File: config.mk
export PLATFORM = sky130hd
export DESIGN_NAME = dist_metric
export DESIGN_NICKNAME = d
export VERILOG_FILES = /design/src/rtl/turbo_pkg.sv /design/src/rtl/dist_metric_pe.sv /design/src/rtl/dist_metric.sv
export SDC_FILE = /design/constraint.sdc
export NUM_CORES = 2
export LEC_CHECK = 0
export ABC_AREA = 1
export CAP_MARGIN = 20
export CORE_MARGIN = 2
export CORE_UTILIZATION = 60
export DETAILED_ROUTE_END_ITERATION = 16
export PLACE_DENSITY_LB_ADDON = 0.05
export SYNTH_ARGS = -nofsm -noshare
export SYNTH_HDL_FRONTEND = slang
export SYNTH_HIERARCHICAL = 1
export SYNTH_SLANG_ARGS = --single-unit
File: constraint.sdc
create_clock -name clk -period 12.6 [get_ports clk]
set_input_delay 3.78 -clock clk [delete_from_list [all_inputs] [get_ports clk]]
set_output_delay 3.78 -clock clk [all_outputs]
set_load 0.02 [all_outputs]
File: src/rtl/turbo_pkg.sv
// Shared definitions for the turbo_decode branch-metric front end.
//   N_CAND       : number of candidate constellation points (one metric each)
//   W_IN         : signed width of received and reference coordinates
//   W_MET        : unsigned width of each squared-Euclidean metric
//   REF_I/REF_Q  : candidate point coordinates, index 0..N_CAND-1
//   state_t      : sequencing FSM encoding used by dist_metric
package turbo_pkg;

    localparam int N_CAND = 14;
    localparam int W_IN   = 14;
    localparam int W_MET  = 30;
    localparam int W_IDX  = 4;

    // Entry 0 and entry 1 sit at opposite corners of the input range so the
    // worst-case distance (2 * 16383^2) is reachable from a legal rx sample.
    localparam logic signed [W_IN-1:0] REF_I [0:N_CAND-1] = '{
        14'sd8191,  14'sh2000,  14'sd4096,  14'sd0,
        -14'sd4096, 14'sd0,     14'sd1000,  14'sd2896,
        -14'sd2896, -14'sd2896, 14'sd2896,  14'sd6000,
        -14'sd5000, 14'sd123
    };

    localparam logic signed [W_IN-1:0] REF_Q [0:N_CAND-1] = '{
        14'sd8191,  14'sh2000,  14'sd0,     14'sd4096,
        14'sd0,     -14'sd4096, -14'sd2000, 14'sd2896,
        14'sd2896,  -14'sd2896, -14'sd2896, -14'sd7000,
        14'sd3000,  -14'sd456
    };

    typedef enum logic [1:0] {
        IDLE  = 2'd0,
        RUN   = 2'd1,
        DRAIN = 2'd2
    } state_t;

    localparam logic [W_IDX-1:0] LAST_IDX = W_IDX'(N_CAND - 1);

endpackage

File: src/rtl/dist_metric_pe.sv
// sq_dist_pe: shared subtract -> square-and-add datapath.
// Stage 1 registers the signed coordinate differences against the candidate
// selected by idx_in; the squares and their sum are formed combinationally
// from those registers so the caller's register bank acts as stage 2.
//   clk, rst     : clock, synchronous active-high reset
//   issue        : launch candidate idx_in into stage 1 this edge
//   idx_in       : candidate index to evaluate
//   rx_i, rx_q   : latched received sample (two's complement)
//   valid        : stage 1 holds a live candidate; metric is meaningful
//   idx          : candidate index travelling with the stage-1 data
//   metric       : di^2 + dq^2 for that candidate
module sq_dist_pe
    import turbo_pkg::*;
(
    input  logic             clk,
    input  logic             rst,
    input  logic             issue,
    input  logic [W_IDX-1:0] idx_in,
    input  logic [W_IN-1:0]  rx_i,
    input  logic [W_IN-1:0]  rx_q,
    output logic             valid,
    output logic [W_IDX-1:0] idx,
    output logic [W_MET-1:0] metric
);

    localparam int W_DIF = W_IN + 1;
    localparam int W_SQ  = 2 * W_DIF;

    logic [W_DIF-1:0] di;
    logic [W_DIF-1:0] dq;

    logic [W_IN-1:0] ref_i_sel;
    logic [W_IN-1:0] ref_q_sel;

    assign ref_i_sel = REF_I[idx_in];
    assign ref_q_sel = REF_Q[idx_in];

    // Operands sign-extended by one bit so the difference never wraps.
    always_ff @(posedge clk) begin
        if (rst) begin
            valid <= 1'b0;
            idx   <= '0;
            di    <= '0;
            dq    <= '0;
        end else begin
            valid <= issue;
            if (issue) begin
                idx <= idx_in;
                di  <= {rx_i[W_IN-1], rx_i} - {ref_i_sel[W_IN-1], ref_i_sel};
                dq  <= {rx_q[W_IN-1], rx_q} - {ref_q_sel[W_IN-1], ref_q_sel};
            end
        end
    end

    logic signed [W_SQ-1:0] di_ext;
    logic signed [W_SQ-1:0] dq_ext;
    logic signed [W_SQ-1:0] sq_i;
    logic signed [W_SQ-1:0] sq_q;
    logic signed [W_SQ-1:0] sum;

    assign di_ext = {{W_DIF{di[W_DIF-1]}}, di};
    assign dq_ext = {{W_DIF{dq[W_DIF-1]}}, dq};
    assign sq_i   = di_ext * di_ext;
    assign sq_q   = dq_ext * dq_ext;
    // Largest sum is 2*16383^2 < 2^29, so the add cannot carry out of W_MET.
    assign sum    = sq_i + sq_q;
    assign metric = W_MET'(sum);

endmodule

File: src/rtl/dist_metric.sv
// dist_metric: computes the 14 squared-Euclidean branch metrics for one
// received I/Q sample, one candidate per cycle through sq_dist_pe, and
// presents them on v_1..v_14 with a one-cycle done strobe.
//   clk, rst     : clock, synchronous active-high reset
//   start        : compute metrics for rx_i/rx_q (ignored while busy)
//   rx_i, rx_q   : received sample, two's complement, latched at start
//   busy         : computation in flight
//   done         : one-cycle pulse, v_1..v_14 complete and consistent
//   v_1..v_14    : metric for candidate n-1
//
// state | meaning
// IDLE  | waiting for start; outputs hold last results
// RUN   | issuing candidates 0..13 into the datapath, one per cycle
// DRAIN | last candidate still in the pipeline; leave once it has landed
module dist_metric
    import turbo_pkg::*;
(
    input  logic             clk,
    input  logic             rst,
    input  logic             start,
    input  logic [W_IN-1:0]  rx_i,
    input  logic [W_IN-1:0]  rx_q,
    output logic             busy,
    output logic             done,
    output logic [W_MET-1:0] v_1,
    output logic [W_MET-1:0] v_2,
    output logic [W_MET-1:0] v_3,
    output logic [W_MET-1:0] v_4,
    output logic [W_MET-1:0] v_5,
    output logic [W_MET-1:0] v_6,
    output logic [W_MET-1:0] v_7,
    output logic [W_MET-1:0] v_8,
    output logic [W_MET-1:0] v_9,
    output logic [W_MET-1:0] v_10,
    output logic [W_MET-1:0] v_11,
    output logic [W_MET-1:0] v_12,
    output logic [W_MET-1:0] v_13,
    output logic [W_MET-1:0] v_14
);

    state_t state;
    state_t state_nxt;

    logic [W_IN-1:0]  rx_i_lat;
    logic [W_IN-1:0]  rx_q_lat;
    logic [W_IDX-1:0] idx_cnt;
    logic             load;
    logic             issue;
    logic             done_nxt;

    logic             pe_valid;
    logic [W_IDX-1:0] pe_idx;
    logic [W_MET-1:0] pe_metric;

    logic [W_MET-1:0] bank [0:N_CAND-1];

    always_comb begin
        state_nxt = state;
        load      = 1'b0;
        issue     = 1'b0;
        done_nxt  = 1'b0;
        case (state)
            IDLE: begin
                if (start) begin
                    load      = 1'b1;
                    state_nxt = RUN;
                end
            end
            RUN: begin
                issue = 1'b1;
                if (idx_cnt == LAST_IDX) begin
                    state_nxt = DRAIN;
                end
            end
            DRAIN: begin
                // Stage 1 empties one edge after the last issue; by then the
                // final metric has been written into the bank.
                if (!pe_valid) begin
                    state_nxt = IDLE;
                    done_nxt  = 1'b1;
                end
            end
            default: begin
                state_nxt = IDLE;
            end
        endcase
    end

    always_ff @(posedge clk) begin
        if (rst) begin
            state    <= IDLE;
            busy     <= 1'b0;
            done     <= 1'b0;
            idx_cnt  <= '0;
            rx_i_lat <= '0;
            rx_q_lat <= '0;
            for (int i = 0; i < N_CAND; i++) begin
                bank[i] <= '0;
            end
        end else begin
            state <= state_nxt;
            busy  <= (state_nxt != IDLE);
            done  <= done_nxt;
            if (load) begin
                rx_i_lat <= rx_i;
                rx_q_lat <= rx_q;
                idx_cnt  <= '0;
            end else if (issue) begin
                idx_cnt  <= idx_cnt + 1'b1;
            end
            if (pe_valid) begin
                bank[pe_idx] <= pe_metric;
            end
        end
    end

    sq_dist_pe u_pe (
        .clk    (clk),
        .rst    (rst),
        .issue  (issue),
        .idx_in (idx_cnt),
        .rx_i   (rx_i_lat),
        .rx_q   (rx_q_lat),
        .valid  (pe_valid),
        .idx    (pe_idx),
        .metric (pe_metric)
    );

    assign v_1  = bank[0];
    assign v_2  = bank[1];
    assign v_3  = bank[2];
    assign v_4  = bank[3];
    assign v_5  = bank[4];
    assign v_6  = bank[5];
    assign v_7  = bank[6];
    assign v_8  = bank[7];
    assign v_9  = bank[8];
    assign v_10 = bank[9];
    assign v_11 = bank[10];
    assign v_12 = bank[11];
    assign v_13 = bank[12];
    assign v_14 = bank[13];

endmodule
==> summary.txt <==
Finish
  • Design Area, Final: 41,900 um2
  • Diodes inserted: 0
  • Filler Cell Count: 4,134
  • Area Growth Syn to Fin: 19.8%
  • Layout cell share with drive strength beyond 1: 3.60%
  • Nets@finish: 4,536
  • Fin cells: around 4,700

Yosys
  • Synth async-reset ratio: 0%
  • Syn. warnings: 6
  • Adder-Cell Fraction of Synth Area: 32.1%
  • Share of the synthesized area in the top cell type: 36.0%
  • Number of synthesized flops with an enable pin: 420
  • Most numerous cell in the Yosys netlist: inv_1
  • Post-synthesis simple-gate area fraction: 12.8%
  • Syn Area/Cell: approximately 10 um2
  • Syn Nets: 4,139
  • Multiplexer area fraction after synthesis: 0%
  • Synth area leaders: edfxtp_1 (36%), fa_1 (26%), inv_1 (8.9%)
  • Synth Flop Type: edfxtp_1
  • Synth Area in Compound Gates: 3.30%
  • Sequential share of the synthesized area: about two fifths
  • Yosys cell types: 43
  • Mapped Area: 35,000 um2
  • Gate Count Post-Synth: 3,485
  • Flops & latches, synth: 491
  • Synth Area in XOR/XNOR: 1.08%
  • Main combinational cell family by area after synthesis: adder cells
  • Post-synth top cells: inv_1 (830), nor2_1 (591), fa_1 (456), nand2_1 (447), edfxtp_1 (420)
  • Top cell type by total area after synthesis: edfxtp_1

Die
  • Die ar.: 60,300 um2
  • Initial Util: 60.7%
  • Cell Rows: 88
  • Core Area: 57,700 um2
  • Die width: 245 um
  • Ports: around 450
  • Die Y: 245 um

Drt
  • Number of remaining DRC errors: 0
  • Detailed Route WL: 105,000 um
  • Wirelength per Cell: 22.4 um
  • TritonRoute pass-1 iters: 6
  • Number of vias per cell: 5.42
  • Vias: 25,400
  • 1st-iter DRT viols: 2,332
  • Routed Antenna Nets: 0

Timing
  • Final worst path period share: between 60 and 70%
  • Total negative slack: 0 ns
  • Slew @ Worst Pin: 1.09 ns
  • Final hold vios: 0
  • Hold WS: slightly below 0.5 ns
  • Max_slew headroom: between 20% and 30%
  • Final Critical Period: 8.30 ns
  • Clock Skews: 0.0231 ns
  • Fmax: 0.121 GHz
  • Max-slew violation count: 0
  • Final setup viols: 0
  • RSZ-0062 raised after global routing: no

Worst setup path
  • CP top delay family: adder cells
  • Setup CP Type: reg2reg
  • Critical Path RT: approximately 13 ns
  • RR Startpoint: u_pe/dq[0]
  • Reg-to-reg slack, setup: roughly 4.3 ns
  • Worst reg2reg endpoint: bank[1][27]
  • R2R cell count: 24
  • CP dominant cell by count: fa_1
  • CP peak stage delay: 0.92 ns
  • Crit Path Max Fanout: 18
  • Crit path DAT: 8.60 ns
  • Crit-path slowest cell: fa_1
  • Startpoint type of the worst setup path: flip-flop
  • Critical path, cell by cell: nand2_1 -> fa_1 -> fa_1 -> fa_1 -> fa_1 -> inv_1 -> fa_1 -> inv_1 -> fa_1 -> inv_1 -> fa_1 -> inv_1 -> fa_1 -> inv_1 -> ha_1 -> nand2_1 -> nor2_1 -> nand2_1 -> nor2_1 -> o21ai_0 -> nand3_1 -> xor2_1 -> inv_1 -> nor2_1
  • Bufs and invs on worst path: 6
  • Worst setup EP type: flip-flop

Power
  • Total chip power: 8.47 mW
  • Total power per unit cell area: 202 nW/um2
  • Leakage: 20.3 nW
  • Maximum vdd drop: 0.000506 V

Clocking
  • CTS buffer count: 50
  • Post-CTS sizing: 0
  • Root Buffer: clkbuf_16
  • Clock H-tree levels: 2
  • Clock buffer depth: 3
  • Worst skew pair latency: 0.60 ns
  • Clock slew at reported path FFs: 0.06 ns
  • CTS tree: done
  • Hold-fix buffers, CTS: 0
  • Num Clock Sinks: 491
  • Post-CTS Setup Bufs: 0

Worst hold path
  • Hold EP: done
  • WHS Path Cells: 1
  • Hold path start: u_pe/valid
  • Worst Hold Class: reg2reg

Job
  • Max cap viols: 0

Place
  • Dpl cells: 4,594
  • Placement-stage cell area: 40,200 um2
  • # port buffers: 452
  • Post-DP HPWL: 80,100 um
  • Final Wtd Congestion: ~1

Global routing
  • Vias in the first global route: 26,400
  • Antenna violations before repair: 0
  • Global-route usage over all layers: 35.8%
  • Largest net degree at the start of global routing: 47
  • Global-route wire length before repair: 159,000 um
  • Global route total overflow: 0

Status
  • Status: finished clean
-- through the flow --
stage	setup slack (ns)	utilization, %
6_report	4.30	72.7
5_1_grt	3.87	72.7
4_1_cts	4.36	72.6
3_5_place_dp	4.39	69.7
3_3_place_gp	4.08	69.6
2_1_floorplan	5.40	-
-- worst reg2reg max path, stage by stage (launching register included) --
cell	delay, ns
dfxtp_1	0.83
nand2_1	0.30
fa_1	0.67
fa_1	0.92
fa_1	0.54
fa_1	0.55
inv_1	0.05
fa_1	0.47
inv_1	0.05
fa_1	0.47
inv_1	0.05
fa_1	0.50
inv_1	0.06
fa_1	0.51
inv_1	0.05
ha_1	0.37
nand2_1	0.12
nor2_1	0.17
nand2_1	0.10
nor2_1	0.15
o21ai_0	0.15
nand3_1	0.13
xor2_1	0.07
inv_1	0.59
nor2_1	0.14
-- state kept, by name (all words and copies together) (netlist names) --
register    cells
idx_cnt         4
rx_i_lat       14
busy            1
done            1
state           2
u_pe/valid      1
u_pe/dq        15
u_pe/di        15
rx_q_lat       14
bank          420
u_pe/idx        4
-- cell type report --
cell class              instances  area, um2  area share (%)
multi-input cells            2017      17200            41.1
flip-flops and latches        491      14000            33.5
repair buffers                489       4870            11.6
inverters                     833       3130            7.46
clock buffers                  56       1280            3.06
well taps                     765        957            2.28
clock inverters                35        407           0.970
-- how the worst max path moves through the flow --
stage / depth (start not counted) / slack (ns) / startpoint / endpoint
6_report: 24 / 4.30 / u_pe/dq[0] / bank[1][27]
3_3_place_gp: 6 / 4.08 / rst / bank[7][26]
4_1_cts: 24 / 4.36 / u_pe/dq[0] / bank[1][27]
5_1_grt: 24 / 3.87 / u_pe/dq[0] / bank[13][27]
2_1_floorplan: 25 / 5.40 / u_pe/dq[14] / bank[10][27]
3_5_place_dp: 24 / 4.39 / u_pe/dq[0] / bank[1][27]
-- where the power goes --
part	switching, mW	total [mW]	internal [mW]
Combinational	3.81	5.00	1.19
Clock	0.654	1.54	0.885
Sequential	0.0796	1.92	1.85
Total	4.55	8.47	3.92
-- kinds of logic after synthesis --
| logic type | Yosys count |
|---|---|
| fa+ha+maj | 623 |
| xor+xnor | 43 |
| buf+inv | 977 |
| simple gates | 1138 |
| compound gates | 213 |
| flops | 491 |
-- routing by layer --
layer  track usage (%)  vias to the layer above  part of all wire (%)
met2              61.0                     1302                    49
li1                  -                    11300                     -
met1              45.3                    12500                    37
met4              16.1                        0                   5.3
met3              5.74                      264                   8.6
met5                 0                        -                     0
-- layout by cell type, fill, tap and decap left out, types with 5 or more instances in the layout --
cell type,synthesis,layout
clkinv_2,0,10
inv_1,830,830
nand4_1,10,10
a21o_1,5,5
clkdlybuf4s50_1,0,452
nand2_2,2,5
nor2_1,591,591
bufinv_16,0,7
clkinv_1,1,9
nand2_1,447,444
o21ai_0,91,91
nand3_1,65,65
o21ai_1,6,6
fa_1,456,456
clkbuf_1,96,5
xnor2_1,17,17
clkinvlp_4,0,5
o21bai_1,6,6
edfxtp_1,420,420
clkbuf_16,0,50
dfxtp_1,71,71
buf_4,0,33
ha_1,167,167
xor2_1,26,26
a21oi_1,85,85
Power figures use the tool's default switching activity.
